--- config.mk ---
export PLATFORM = sky130hd
export DESIGN_NAME = mem_wb_stage
export DESIGN_NICKNAME = d
export VERILOG_FILES = /design/src/rtl/mem_wb_stage_pkg.sv /design/src/rtl/mem_wb_register.sv /design/src/rtl/mem_wb_stage.sv
export SDC_FILE = /design/constraint.sdc
export NUM_CORES = 1
export LEC_CHECK = 0
export CORE_MARGIN = 5
export CORE_UTILIZATION = 50
export DETAILED_ROUTE_END_ITERATION = 7
export PLACE_DENSITY = 0.86
export SYNTH_ARGS = -nofsm -noshare
export SYNTH_HDL_FRONTEND = slang
export SYNTH_SLANG_ARGS = --single-unit
--- constraint.sdc ---
create_clock -name clk -period 3.96 [get_ports clk]
set_clock_uncertainty 0.05 [all_clocks]
set_input_delay 0.792 -clock clk [delete_from_list [all_inputs] [get_ports clk]]
set_output_delay 0.792 -clock clk [all_outputs]
set_load 0.05 [all_outputs]
--- src/rtl/mem_wb_stage_pkg.sv ---
// Shared definitions for the memory-access / MEM-WB stage:
// WB control bit positions, register address width and the
// memory FSM state encoding.
package mem_wb_stage_pkg;

   localparam int unsigned WB_CTRL_W       = 5;
   localparam int unsigned REG_ADDR_W      = 5;

   // Bit positions inside the {RegWrite, RegisterOrPC, JumpControl,
   // ALUMemOrPC, MemtoReg} write-back control bundle.
   localparam int unsigned WB_REGWRITE     = 4;
   localparam int unsigned WB_REGISTERORPC = 3;
   localparam int unsigned WB_JUMPCONTROL  = 2;
   localparam int unsigned WB_ALUMEMORPC   = 1;
   localparam int unsigned WB_MEMTOREG     = 0;

   typedef enum logic {
      ST_IDLE   = 1'b0,
      ST_ACCESS = 1'b1
   } mem_state_e;

endpackage

--- src/rtl/mem_wb_register.sv ---
// MEM/WB pipeline register bank.
//   clk, reset    : clock, synchronous active-low reset
//   bubble_i      : clear valid and WB controls (has priority over load_i)
//   load_i        : capture all d_* fields
//   d_* / q_*     : fields headed for the write-back mux stage
import mem_wb_stage_pkg::*;

module mem_wb_register #(
   parameter int unsigned NBits = 32
) (
   input  logic                  clk,
   input  logic                  reset,
   input  logic                  bubble_i,
   input  logic                  load_i,
   input  logic                  d_valid,
   input  logic [WB_CTRL_W-1:0]  d_wbctrl,
   input  logic [REG_ADDR_W-1:0] d_writereg,
   input  logic [NBits-1:0]      d_aluresult,
   input  logic [NBits-1:0]      d_memorydata,
   input  logic [NBits-1:0]      d_pcorbranch,
   input  logic [NBits-1:0]      d_jumpaddress,
   input  logic [NBits-1:0]      d_readdata1,
   output logic                  q_valid,
   output logic [WB_CTRL_W-1:0]  q_wbctrl,
   output logic [REG_ADDR_W-1:0] q_writereg,
   output logic [NBits-1:0]      q_aluresult,
   output logic [NBits-1:0]      q_memorydata,
   output logic [NBits-1:0]      q_pcorbranch,
   output logic [NBits-1:0]      q_jumpaddress,
   output logic [NBits-1:0]      q_readdata1
);

   logic                  valid_q,   valid_d;
   logic [WB_CTRL_W-1:0]  wbctrl_q,  wbctrl_d;
   logic [REG_ADDR_W-1:0] wreg_q,    wreg_d;
   logic [NBits-1:0]      alu_q,     alu_d;
   logic [NBits-1:0]      mdata_q,   mdata_d;
   logic [NBits-1:0]      pc_q,      pc_d;
   logic [NBits-1:0]      jaddr_q,   jaddr_d;
   logic [NBits-1:0]      rd1_q,     rd1_d;

   always_comb begin
      valid_d  = valid_q;
      wbctrl_d = wbctrl_q;
      wreg_d   = wreg_q;
      alu_d    = alu_q;
      mdata_d  = mdata_q;
      pc_d     = pc_q;
      jaddr_d  = jaddr_q;
      rd1_d    = rd1_q;
      if (bubble_i) begin
         // A bubble only needs to neutralise the slot; datapath fields hold.
         valid_d  = 1'b0;
         wbctrl_d = '0;
      end else if (load_i) begin
         valid_d  = d_valid;
         wbctrl_d = d_wbctrl;
         wreg_d   = d_writereg;
         alu_d    = d_aluresult;
         mdata_d  = d_memorydata;
         pc_d     = d_pcorbranch;
         jaddr_d  = d_jumpaddress;
         rd1_d    = d_readdata1;
      end
   end

   always_ff @(posedge clk) begin
      if (!reset) begin
         valid_q  <= 1'b0;
         wbctrl_q <= '0;
         wreg_q   <= '0;
         alu_q    <= '0;
         mdata_q  <= '0;
         pc_q     <= '0;
         jaddr_q  <= '0;
         rd1_q    <= '0;
      end else begin
         valid_q  <= valid_d;
         wbctrl_q <= wbctrl_d;
         wreg_q   <= wreg_d;
         alu_q    <= alu_d;
         mdata_q  <= mdata_d;
         pc_q     <= pc_d;
         jaddr_q  <= jaddr_d;
         rd1_q    <= rd1_d;
      end
   end

   assign q_valid       = valid_q;
   assign q_wbctrl      = wbctrl_q;
   assign q_writereg    = wreg_q;
   assign q_aluresult   = alu_q;
   assign q_memorydata  = mdata_q;
   assign q_pcorbranch  = pc_q;
   assign q_jumpaddress = jaddr_q;
   assign q_readdata1   = rd1_q;

endmodule

--- src/rtl/mem_wb_stage.sv ---
// Memory-access stage plus MEM/WB pipeline register.
//   in_*      : EX/MEM bundle (valid, flush, load/store, WB controls, data)
//   mem_*     : req/ack data-memory port, request held until ack or timeout
//   out_Stall : combinational hold request to upstream stages
//   out_*     : registered MEM/WB fields for the write-back mux stage
//   out_MemError : one-cycle pulse when a transaction times out
import mem_wb_stage_pkg::*;

module mem_wb_stage #(
   parameter int unsigned NBits   = 32,
   parameter int unsigned TIMEOUT = 255
) (
   input  logic                  clk,
   input  logic                  reset,
   input  logic                  in_Valid,
   input  logic                  in_Flush,
   input  logic                  in_MemRead,
   input  logic                  in_MemWrite,
   input  logic [WB_CTRL_W-1:0]  in_WBCtrl,
   input  logic [REG_ADDR_W-1:0] in_WriteReg,
   input  logic [NBits-1:0]      in_ALUResult,
   input  logic [NBits-1:0]      in_StoreData,
   input  logic [NBits-1:0]      in_PCOrBranch,
   input  logic [NBits-1:0]      in_JumpAddress,
   input  logic [NBits-1:0]      in_ReadData1,
   output logic                  mem_Req,
   output logic                  mem_We,
   output logic [NBits-1:0]      mem_Addr,
   output logic [NBits-1:0]      mem_WData,
   input  logic                  mem_Ack,
   input  logic [NBits-1:0]      mem_RData,
   output logic                  out_Stall,
   output logic                  out_Valid,
   output logic [WB_CTRL_W-1:0]  out_WBCtrl,
   output logic [REG_ADDR_W-1:0] out_WriteReg,
   output logic [NBits-1:0]      out_ALUResult,
   output logic [NBits-1:0]      out_MemoryData,
   output logic [NBits-1:0]      out_PCOrBranch,
   output logic [NBits-1:0]      out_JumpAddress,
   output logic [NBits-1:0]      out_ReadData1,
   output logic                  out_MemError
);

   localparam int unsigned CNT_W = $clog2(TIMEOUT + 1);

   mem_state_e            state_q, state_d;
   logic                  req_q,   req_d;
   logic                  we_q,    we_d;
   logic                  kill_q,  kill_d;
   logic                  err_q,   err_d;
   logic [CNT_W-1:0]      cnt_q,   cnt_d;
   logic [WB_CTRL_W-1:0]  wb_q,    wb_d;
   logic [REG_ADDR_W-1:0] wreg_q,  wreg_d;
   logic [NBits-1:0]      addr_q,  addr_d;
   logic [NBits-1:0]      sdata_q, sdata_d;
   logic [NBits-1:0]      pc_q,    pc_d;
   logic [NBits-1:0]      jaddr_q, jaddr_d;
   logic [NBits-1:0]      rd1_q,   rd1_d;

   logic                  memop;
   logic                  stall;
   logic                  r_bubble, r_load, r_valid;
   logic [WB_CTRL_W-1:0]  r_wbctrl;
   logic [REG_ADDR_W-1:0] r_wreg;
   logic [NBits-1:0]      r_alu, r_mdata, r_pc, r_jaddr, r_rd1;

   assign memop = in_Valid & (in_MemRead | in_MemWrite);

   always_comb begin
      state_d  = state_q;
      req_d    = req_q;
      we_d     = we_q;
      kill_d   = kill_q;
      err_d    = 1'b0;
      cnt_d    = cnt_q;
      wb_d     = wb_q;
      wreg_d   = wreg_q;
      addr_d   = addr_q;
      sdata_d  = sdata_q;
      pc_d     = pc_q;
      jaddr_d  = jaddr_q;
      rd1_d    = rd1_q;
      stall    = 1'b0;
      r_bubble = 1'b0;
      r_load   = 1'b0;
      r_valid  = 1'b0;
      r_wbctrl = '0;
      r_wreg   = in_WriteReg;
      r_alu    = in_ALUResult;
      r_mdata  = '0;
      r_pc     = in_PCOrBranch;
      r_jaddr  = in_JumpAddress;
      r_rd1    = in_ReadData1;

      unique case (state_q)
         ST_IDLE: begin
            if (memop && !in_Flush) begin
               state_d  = ST_ACCESS;
               req_d    = 1'b1;
               we_d     = in_MemWrite;
               kill_d   = 1'b0;
               cnt_d    = '0;
               wb_d     = in_WBCtrl;
               wreg_d   = in_WriteReg;
               addr_d   = in_ALUResult;
               sdata_d  = in_StoreData;
               pc_d     = in_PCOrBranch;
               jaddr_d  = in_JumpAddress;
               rd1_d    = in_ReadData1;
               stall    = 1'b1;
               r_bubble = 1'b1;
            end else begin
               r_load   = 1'b1;
               r_valid  = in_Valid & ~in_Flush;
               r_wbctrl = r_valid ? in_WBCtrl : '0;
            end
         end
         ST_ACCESS: begin
            if (mem_Ack) begin
               // Ack beats a simultaneous timeout; a flush seen now or
               // earlier still lets the access finish but retires a bubble.
               state_d  = ST_IDLE;
               req_d    = 1'b0;
               r_load   = 1'b1;
               r_valid  = ~(kill_q | in_Flush);
               r_wbctrl = r_valid ? wb_q : '0;
               r_wreg   = wreg_q;
               r_alu    = addr_q;
               r_mdata  = we_q ? '0 : mem_RData;
               r_pc     = pc_q;
               r_jaddr  = jaddr_q;
               r_rd1    = rd1_q;
            end else if (cnt_q == CNT_W'(TIMEOUT - 1)) begin
               state_d  = ST_IDLE;
               req_d    = 1'b0;
               err_d    = 1'b1;
               stall    = 1'b1;
               r_bubble = 1'b1;
            end else begin
               cnt_d    = cnt_q + CNT_W'(1);
               kill_d   = kill_q | in_Flush;
               stall    = 1'b1;
               r_bubble = 1'b1;
            end
         end
         default: state_d = ST_IDLE;
      endcase
   end

   always_ff @(posedge clk) begin
      if (!reset) begin
         state_q <= ST_IDLE;
         req_q   <= 1'b0;
         we_q    <= 1'b0;
         kill_q  <= 1'b0;
         err_q   <= 1'b0;
         cnt_q   <= '0;
         wb_q    <= '0;
         wreg_q  <= '0;
         addr_q  <= '0;
         sdata_q <= '0;
         pc_q    <= '0;
         jaddr_q <= '0;
         rd1_q   <= '0;
      end else begin
         state_q <= state_d;
         req_q   <= req_d;
         we_q    <= we_d;
         kill_q  <= kill_d;
         err_q   <= err_d;
         cnt_q   <= cnt_d;
         wb_q    <= wb_d;
         wreg_q  <= wreg_d;
         addr_q  <= addr_d;
         sdata_q <= sdata_d;
         pc_q    <= pc_d;
         jaddr_q <= jaddr_d;
         rd1_q   <= rd1_d;
      end
   end

   assign mem_Req      = req_q;
   assign mem_We       = we_q;
   assign mem_Addr     = addr_q;
   assign mem_WData    = sdata_q;
   assign out_Stall    = stall;
   assign out_MemError = err_q;

   mem_wb_register #(
      .NBits (NBits)
   ) u_mem_wb_register (
      .clk           (clk),
      .reset         (reset),
      .bubble_i      (r_bubble),
      .load_i        (r_load),
      .d_valid       (r_valid),
      .d_wbctrl      (r_wbctrl),
      .d_writereg    (r_wreg),
      .d_aluresult   (r_alu),
      .d_memorydata  (r_mdata),
      .d_pcorbranch  (r_pc),
      .d_jumpaddress (r_jaddr),
      .d_readdata1   (r_rd1),
      .q_valid       (out_Valid),
      .q_wbctrl      (out_WBCtrl),
      .q_writereg    (out_WriteReg),
      .q_aluresult   (out_ALUResult),
      .q_memorydata  (out_MemoryData),
      .q_pcorbranch  (out_PCOrBranch),
      .q_jumpaddress (out_JumpAddress),
      .q_readdata1   (out_ReadData1)
   );

endmodule
==> qor.csv <==
stage;metric;value;unit
synth;Distinct cells, synth;35;
global_route;grt ovf;0;
global_route;vias in the first global route;13300;
run;MaxCap Viol Count;0;
synth;Post-Synth XOR/XNOR Area;0;%
global_route;largest net degree at the start of global routing;116;
critical_path;crit-path max FO;60;
placed_design;placed cell count;2352;
sta;Worst-Margin Slew;0.997;ns
finish;final net count;2261;
sta;Final Hold Vio Count;0;
cts;Post-CTS Resized;0;
synth;cells after synthesis;1700;
drt;remaining antenna violation count;0;
synth;Post-Syn Area per Cell;7.97;um^2
sta;Slew headroom;33.5;%
cts;root buffer cell;clkbuf_16;
synth;commonest cells in the netlist;nand2_1 (486), dfxtp_1 (354), nor2_1 (181), a21oi_1 (175), nand3_1 (139);
power_and_ir_drop;peak supply drop;0.349;mV
sta;final worst path period need;3.20;ns
placed_design;PortBufs;447;
finish;share of cells above drive strength 1;4.09;%
cts;post-CTS setup buffer count;0;
placed_design;RD Place Congestion;0.835;
sta;Setup Viol. Count Final;0;
synth;largest family of logic cells by synthesized area;simple AND/OR/NAND/NOR gates;
synth;sequential area share after synthesis;52.3;%
cts;clk_lat worst skew;0.51;ns
floorplanning;std cell rows;60;
sta;RSZ-0062 raised after global routing;false;
critical_path;CP Capture Type;primary output;
drt;routed vias/inst;5.76;
synth;post-synthesis register bit count;354;
synth;post-synthesis mux area share;0;%
power_and_ir_drop;total power;8.94;mW
min_path;hold crit path type;flop to flop;
synth;leading cell type by number of instances after synthesis;nand2_1;
finish;fin area;0.0193;mm^2
cts;clock sinks;354;
cts;CTS Buf Count;37;
sta;setup tns final;0;ns
synth;post-synth top area cell;dfxtp_1;
synth;number of synthesized flops with an enable pin;0;
drt;Avg WL per Cell;18.6;um
synth;Yosys top cell area share;52.3;%
finish;Final Util;72.0;%
cts;Worst-path clk slew;0.06;ns
drt;DRT Pass-1 Iters;6;
finish;P&R area growth vs syn;42.3;%
synth;Ys Warns;0;
cts;H-Tree Depth;2;
power_and_ir_drop;power density cells;464;mW/mm^2
drt;final wirelength;45.1;mm
synth;ys flop type;dfxtp_1;
drt;DR vias;13900;
power_and_ir_drop;leakage;7.15;nW
floorplanning;Ports;448;
cts;Max Buffers Root-to-Sink;3;
floorplanning;die height;175;um
critical_path;Worst EP arrival;2.36;ns
finish;fin cells;2421;
placed_design;Placement Cell Area;0.0181;mm^2
cts;CTS tree;yes;
critical_path;crit start category;flop;
cts;CTS hold repair buffers;0;
critical_path;Worst Path Required;3.12;ns
synth;Syn Nets;1911;
sta;max-slew violation count;0;
synth;Synth Area in Adders;0.185;%
floorplanning;Die W;175;um
global_route;initial antenna violation count;6;
synth;async set or reset register ratio after synthesis;0;%
global_route;GRT Util Overall;27.5;%
critical_path;crit path kind;flop to primary output;
sta;fin crit share;80.9;%
drt;number of DRC markers in iteration 0;1371;
sta;Fmax;312;MHz
floorplanning;DIE AREA;0.0305;mm^2
synth;Synth Area in Simple Gates;24.5;%
placed_design;post-detail-place hpwl;29.0;mm
floorplanning;core area;0.0268;mm^2
synth;Synth Area in Compound Gates;18.0;%
synth;largest cells by area after synthesis;dfxtp_1 (52%), nand2_1 (13%), a311oi_1 (8.6%), a21oi_1 (6.5%), nand3_1 (5.1%);
status;run status;completed;
synth;synthesized area;0.0136;mm^2
floorplanning;Initial Utilization;50.6;%
drt;DRC;0;
global_route;first-pass GRT wire length;70.1;mm
[where the power goes]
part / leakage [nW] / internal, mW / switching (mW)
registers: 2.91 / 3.77 / 0.128
clock network: 0.582 / 1.99 / 1.37
logic: 3.67 / 0.605 / 1.08
total: 7.15 / 6.36 / 2.58
[metal layers]
layer	global-route usage (%)	vias up	routed length (um)
li1	-	6530	-
met1	31.7	6586	16300
met2	47.0	675	22100
met3	7.85	141	4210
met4	13.7	4	2370
met5	0	-	30
[per-stage QoR]
stage	hold slack, ns	worst slack, ns
CTS	0.405	0.784
global placement	0.390	0.871
floorplan	0.387	1.44
detailed placement	0.397	0.760
finish	0.403	0.757
global route	0.417	0.697
[final timing paths]
kind | startpoint | endpoint | slack [ns] | depth (start not counted)
worst min-delay path | mem_WData[25] | mem_WData[25] | 0.40 | 2
worst min register to register | mem_WData[25] | mem_WData[25] | 0.40 | 2
worst max register to register | state_q | u_mem_wb_register.q_aluresult[19] | 1.13 | 6
worst max-delay path | state_q | out_Stall | 0.76 | 4
[critical path, stage by stage, from the launching register on]
cell and delay, ns:
dfxtp_4 0.85, nor2b_1 0.52, a21oi_4 0.06, inv_1 0.19, buf_12 0.17
[cell usage in the layout, fill, tap and decap left out, drive strengths merged, types with 2 or more instances in the layout]
cell type,synthesis,layout
o21ai,3,3
clkbuf,95,60
inv,4,5
nand2,486,486
buf,61,22
a22oi,39,39
nor2,182,182
dfxtp,354,354
o22ai,2,2
a21oi,176,176
clkdlybuf4s50,0,445
a31oi,5,5
nand3,139,139
nor3,2,2
a311oi,133,133
ha,2,2
nand2b,4,4
clkinv,0,3
diode,0,4
[cell families after synthesis]
family | Yosys count
buf+inv | 160
compound gates | 362
simple gates | 822
fa+ha+maj | 2
flops | 354
[final cells by class]
class,count,area (um^2)
diodes,4,10.0
multi-input cells,1186,5800
inverters,4,22.5
repair buffers,467,4760
well taps,341,427
clock inverters,5,31.3
fillers,1963,7510
flip-flops and latches,354,7090
clock buffers,60,1150
No activity file was read; power rests on OpenSTA's default activity.
==> variant 1 (same settings) <==
Set the package constant `WB_CTRL_W` to 10 (it was 5).
--- a/src/rtl/mem_wb_stage_pkg.sv
+++ b/src/rtl/mem_wb_stage_pkg.sv
@@ -3,7 +3,7 @@
 // memory FSM state encoding.
 package mem_wb_stage_pkg;
 
-   localparam int unsigned WB_CTRL_W       = 5;
+   localparam int unsigned WB_CTRL_W       = 10;
    localparam int unsigned REG_ADDR_W      = 5;
 
    // Bit positions inside the {RegWrite, RegisterOrPC, JumpControl,
Ports: changed (resized in_WBCtrl and out_WBCtrl); port bits go from 448 to 458. The function was not compared with the original's and may differ.
==> variant 1 against the original RTL <==
Area after synthesis grew 2.7%; cell area grew 2.8%; setup slack lost 62 ps; power grew 4.5%; sequential cell count grew 10; via count grew 2.1%; synthesized cell count grew 1.8%; core utilization shrank 0.19 points; register-to-register slack gained 440 ps; cell count grew 3.3%; global-route usage grew 0.72 points; non-clock buffer count grew 15; routed wire length grew 4.0%; largest power group unchanged.
==> variant 1: results <==
[logic_synthesis]
synth_xor_area_share_pct = 0
netlist_instances = 1731
synthMuxAreaShare_pct = 0
synth_top_cells_by_area = dfxtp_1, nand2_1, a311oi_1
ys.flop_type = dfxtp_1
synth-compound-area-share_pct = 18.1
synthArstFlopShare_pct = 0
synth_nets = 1947
synthTopCellsByCount = nand2_1, dfxtp_1, nor2_1
yosys_warnings = 0
yosys.area_share.adder_pct = 0.180
yosysUniqueCellTypes = 35
synth_seq_area_share_pct = 52.3

[cts]
root_buffer = clkbuf_16
cts_setup_buffers = 0
htree_num_levels = 2
numCtsBuffers = 38
clkLatencyLatePin_ps = 520
ctsResizeCount = 0
clkTransAtPathRegs_ps = 60
cts_buffer_depth = 3

[critical_path]
critPathTopFamily = buffers and inverters
critPathMaxStageDelay_ps = 500
slowest_stage = clkdlybuf4s50_1
worstPathMaxFanout = 4

[run_status]
status = complete, no violations

[worst_hold_path]
min_path_type = register to register

[pwr]
p_leak_nw = 7.33
powerDensity_nw_per_um2 = 471
ir_worst_vdd_uv = 386

[floorplan]
dieArea_sq_um = 31300

[placed_design]
gp_routability_congestion = 0.865
io_buffers = 457
preCtsSetupSlack_ps = 731
dp.cells = 2431
placed_cell_area_sq_um = 18500
dpl.hpwl_um = 30600

[layout]
layout-drive-gt1-share_pct = 4.57
nets = 2309
num-fill-cells = 2046

[timing]
tightest_slew_ps = 1030

[global_routing]
grt_use_total_pct = 28.2
grt_pass1_wl_um = 72400
grt_pass1_vias = 13800
antenna_found_initial = 3
grt_max_degree = 141

[drt]
wl_um = 46900
wl_per_cell_um = 18.7
first_iter_violations = 1454
vias_per_cell = 5.69
first_pass_iters = 6
-- variant 1: worst paths after layout --
| kind | slack [ps] | cells after the start | start | end |
|---|---|---|---|---|
| min reg2reg | 400 | 2 | mem_WData[1] | mem_WData[1] |
| min | 400 | 2 | mem_WData[1] | mem_WData[1] |
| max | 700 | 5 | in_Flush | out_Stall |
| max reg2reg | 1570 | 6 | state_q | u_mem_wb_register.q_memorydata[24] |
-- variant 1: area by class of cell --
type,instances,share of cell area (%)
antenna,2,0.0252
sequential,364,36.8
inverter,3,0.0946
clock inverter,15,0.814
timing repair buffer,482,24.5
clock buffer,54,5.67
tap,378,2.38
multi-input combinational,1204,29.8
-- variant 1: worst min-delay path, delay by kind of cell, from the launching register on --
| kind | cells | cell delay (ps) |
|---|---|---|
| flip-flops | 1 | 310 |
| AND/OR/NAND/NOR | 1 | 50 |
| AO/OA/AOI/OAI | 1 | 50 |
-- variant 1: routing by layer --
metal,share of wire [%],track usage [%]
met5,0.028,0
met3,8.7,7.50
met1,37,33.0
met4,5.9,14.9
met2,49,47.6
-- variant 1: cells by family (layout without fill, tap and decap cells) --
group,Yosys count,in the layout
fa+ha+maj,2,2
flops,364,364
compound gates,373,373
simple gates,829,829
other cells,0,2
buf+inv,163,554
-- variant 1: where the power goes --
| group | internal, mW | switching [mW] | total [mW] |
|---|---|---|---|
| Clock | 2.18 | 1.46 | 3.65 |
| Sequential | 3.87 | 0.118 | 3.99 |
| Combinational | 0.610 | 1.10 | 1.72 |
==> variant 2 (config.mk and constraints unchanged) <==
Without the edit above. `rd1_q` no longer has a reset.
--- a/src/rtl/mem_wb_stage.sv
+++ b/src/rtl/mem_wb_stage.sv
@@ -161,7 +161,6 @@
          sdata_q <= '0;
          pc_q    <= '0;
          jaddr_q <= '0;
-         rd1_q   <= '0;
       end else begin
          state_q <= state_d;
          req_q   <= req_d;
@@ -175,8 +174,11 @@
          sdata_q <= sdata_d;
          pc_q    <= pc_d;
          jaddr_q <= jaddr_d;
-         rd1_q   <= rd1_d;
       end
+   end
+
+   always_ff @(posedge clk) begin
+      rd1_q <= rd1_d;
    end
 
    assign mem_Req      = req_q;
Function: same outputs for any inputs over 4 cycles, from zero or initial values and one cycle with reset low; that may be too few to reach the edited logic, so the function may still have changed.
==> variant 2 against the original RTL <==
Power is 0.36% higher; critical path type unchanged; cell count is 2.6% lower; cell area is 3.1% higher; critical endpoint unchanged; area after synthesis is 5.2% higher; highest routed layer is now met4; routed wire length is 1.1% higher; setup slack better by 220 ps; sequential cell count stayed put.
==> variant 2: results <==
[logic_synthesis]
yosysUniqueCellTypes = 35
synth_seq_area_share_pct = 51.9
synth-edff-count = 32
yosys_warnings = 0
synthArstFlopShare_pct = 0
netlist_instances = 1591
synth_top_cells_by_area = dfxtp_1, nand2_1, nand3_1
synth_xor_area_share_pct = 0
yosys.area_share.adder_pct = 0.175
synth_nets = 1802
synth-compound-area-share_pct = 19.4
synthTopCellsByCount = nand2_1, dfxtp_1, nand3_1

[placed_design]
io_buffers = 447
gp_routability_congestion = 0.839
dpl.hpwl_um = 29800
preCtsSetupSlack_ps = 762
placed_cell_area_sq_um = 18700
dp.cells = 2292

[layout]
layout-drive-gt1-share_pct = 4.35
num-fill-cells = 2118
fin_cells = 2358
nets = 2164

[critical_path]
worstPathMaxFanout = 71
critPathTopFamily = flip-flops
critPathMaxStageDelay_ps = 920
cp.arrival_ps = 2140

[timing]
finalSetupTns_ps = 0
slew-limit-headroom_pct = 31.9

[drt]
vias_per_cell = 5.63
wl_per_cell_um = 19.3
met3_length_um = 4440
route.top_layer_used = met4
first_pass_iters = 5
first_iter_violations = 1122
wl_met2_um = 22000
m1WireLength_um = 17100

[pwr]
p_switching_mw = 2.56
p_leak_nw = 8.34
clkPwrFrac_pct = 36.9
ir_worst_vdd_uv = 317
p_comb_mw = 1.72
comb_power_share_pct = 19.2

[cts]
ctsResizeCount = 0
cts_buffer_depth = 3
numCtsBuffers = 37
cts_setup_buffers = 0

[global_routing]
antenna_found_initial = 5
grt_use_total_pct = 26.8
grt_pass1_vias = 13100
grt_pass1_wl_um = 69300
use_met2_pct = 44.0
grt_max_degree = 159
gr-usage-met3_pct = 9.07
grt_use_met1_pct = 31.9

[run_status]
status = complete, no violations
-- variant 2: changes by cell type after synthesis, sizes merged, moves of 133 or more --
cell	before	now
a311oi	133	0
a21boi	0	138
o211a	0	133
a21oi	176	3
nor2	182	14
nand3	139	272
-- variant 2: worst paths after layout --
| check | startpoint | end | slack (ps) | depth (start not counted) |
|---|---|---|---|---|
| max | state_q | out_Stall | 970 | 4 |
| max reg2reg | state_q | u_mem_wb_register.q_aluresult[1] | 1210 | 6 |
| min | jaddr_q[29] | jaddr_q[29] | 400 | 2 |
| min reg2reg | jaddr_q[29] | jaddr_q[29] | 400 | 2 |
-- variant 2: layout make-up --
type	count	area, sq um	area share, %
tap	378	473	2.38
antenna	5	12.5	0.0629
inverter	3	16.3	0.0817
multi-input combinational	1088	6160	31.0
timing repair buffer	469	4690	23.6
clock inverter	6	55.1	0.277
sequential	354	7410	37.2
clock buffer	55	1080	5.44
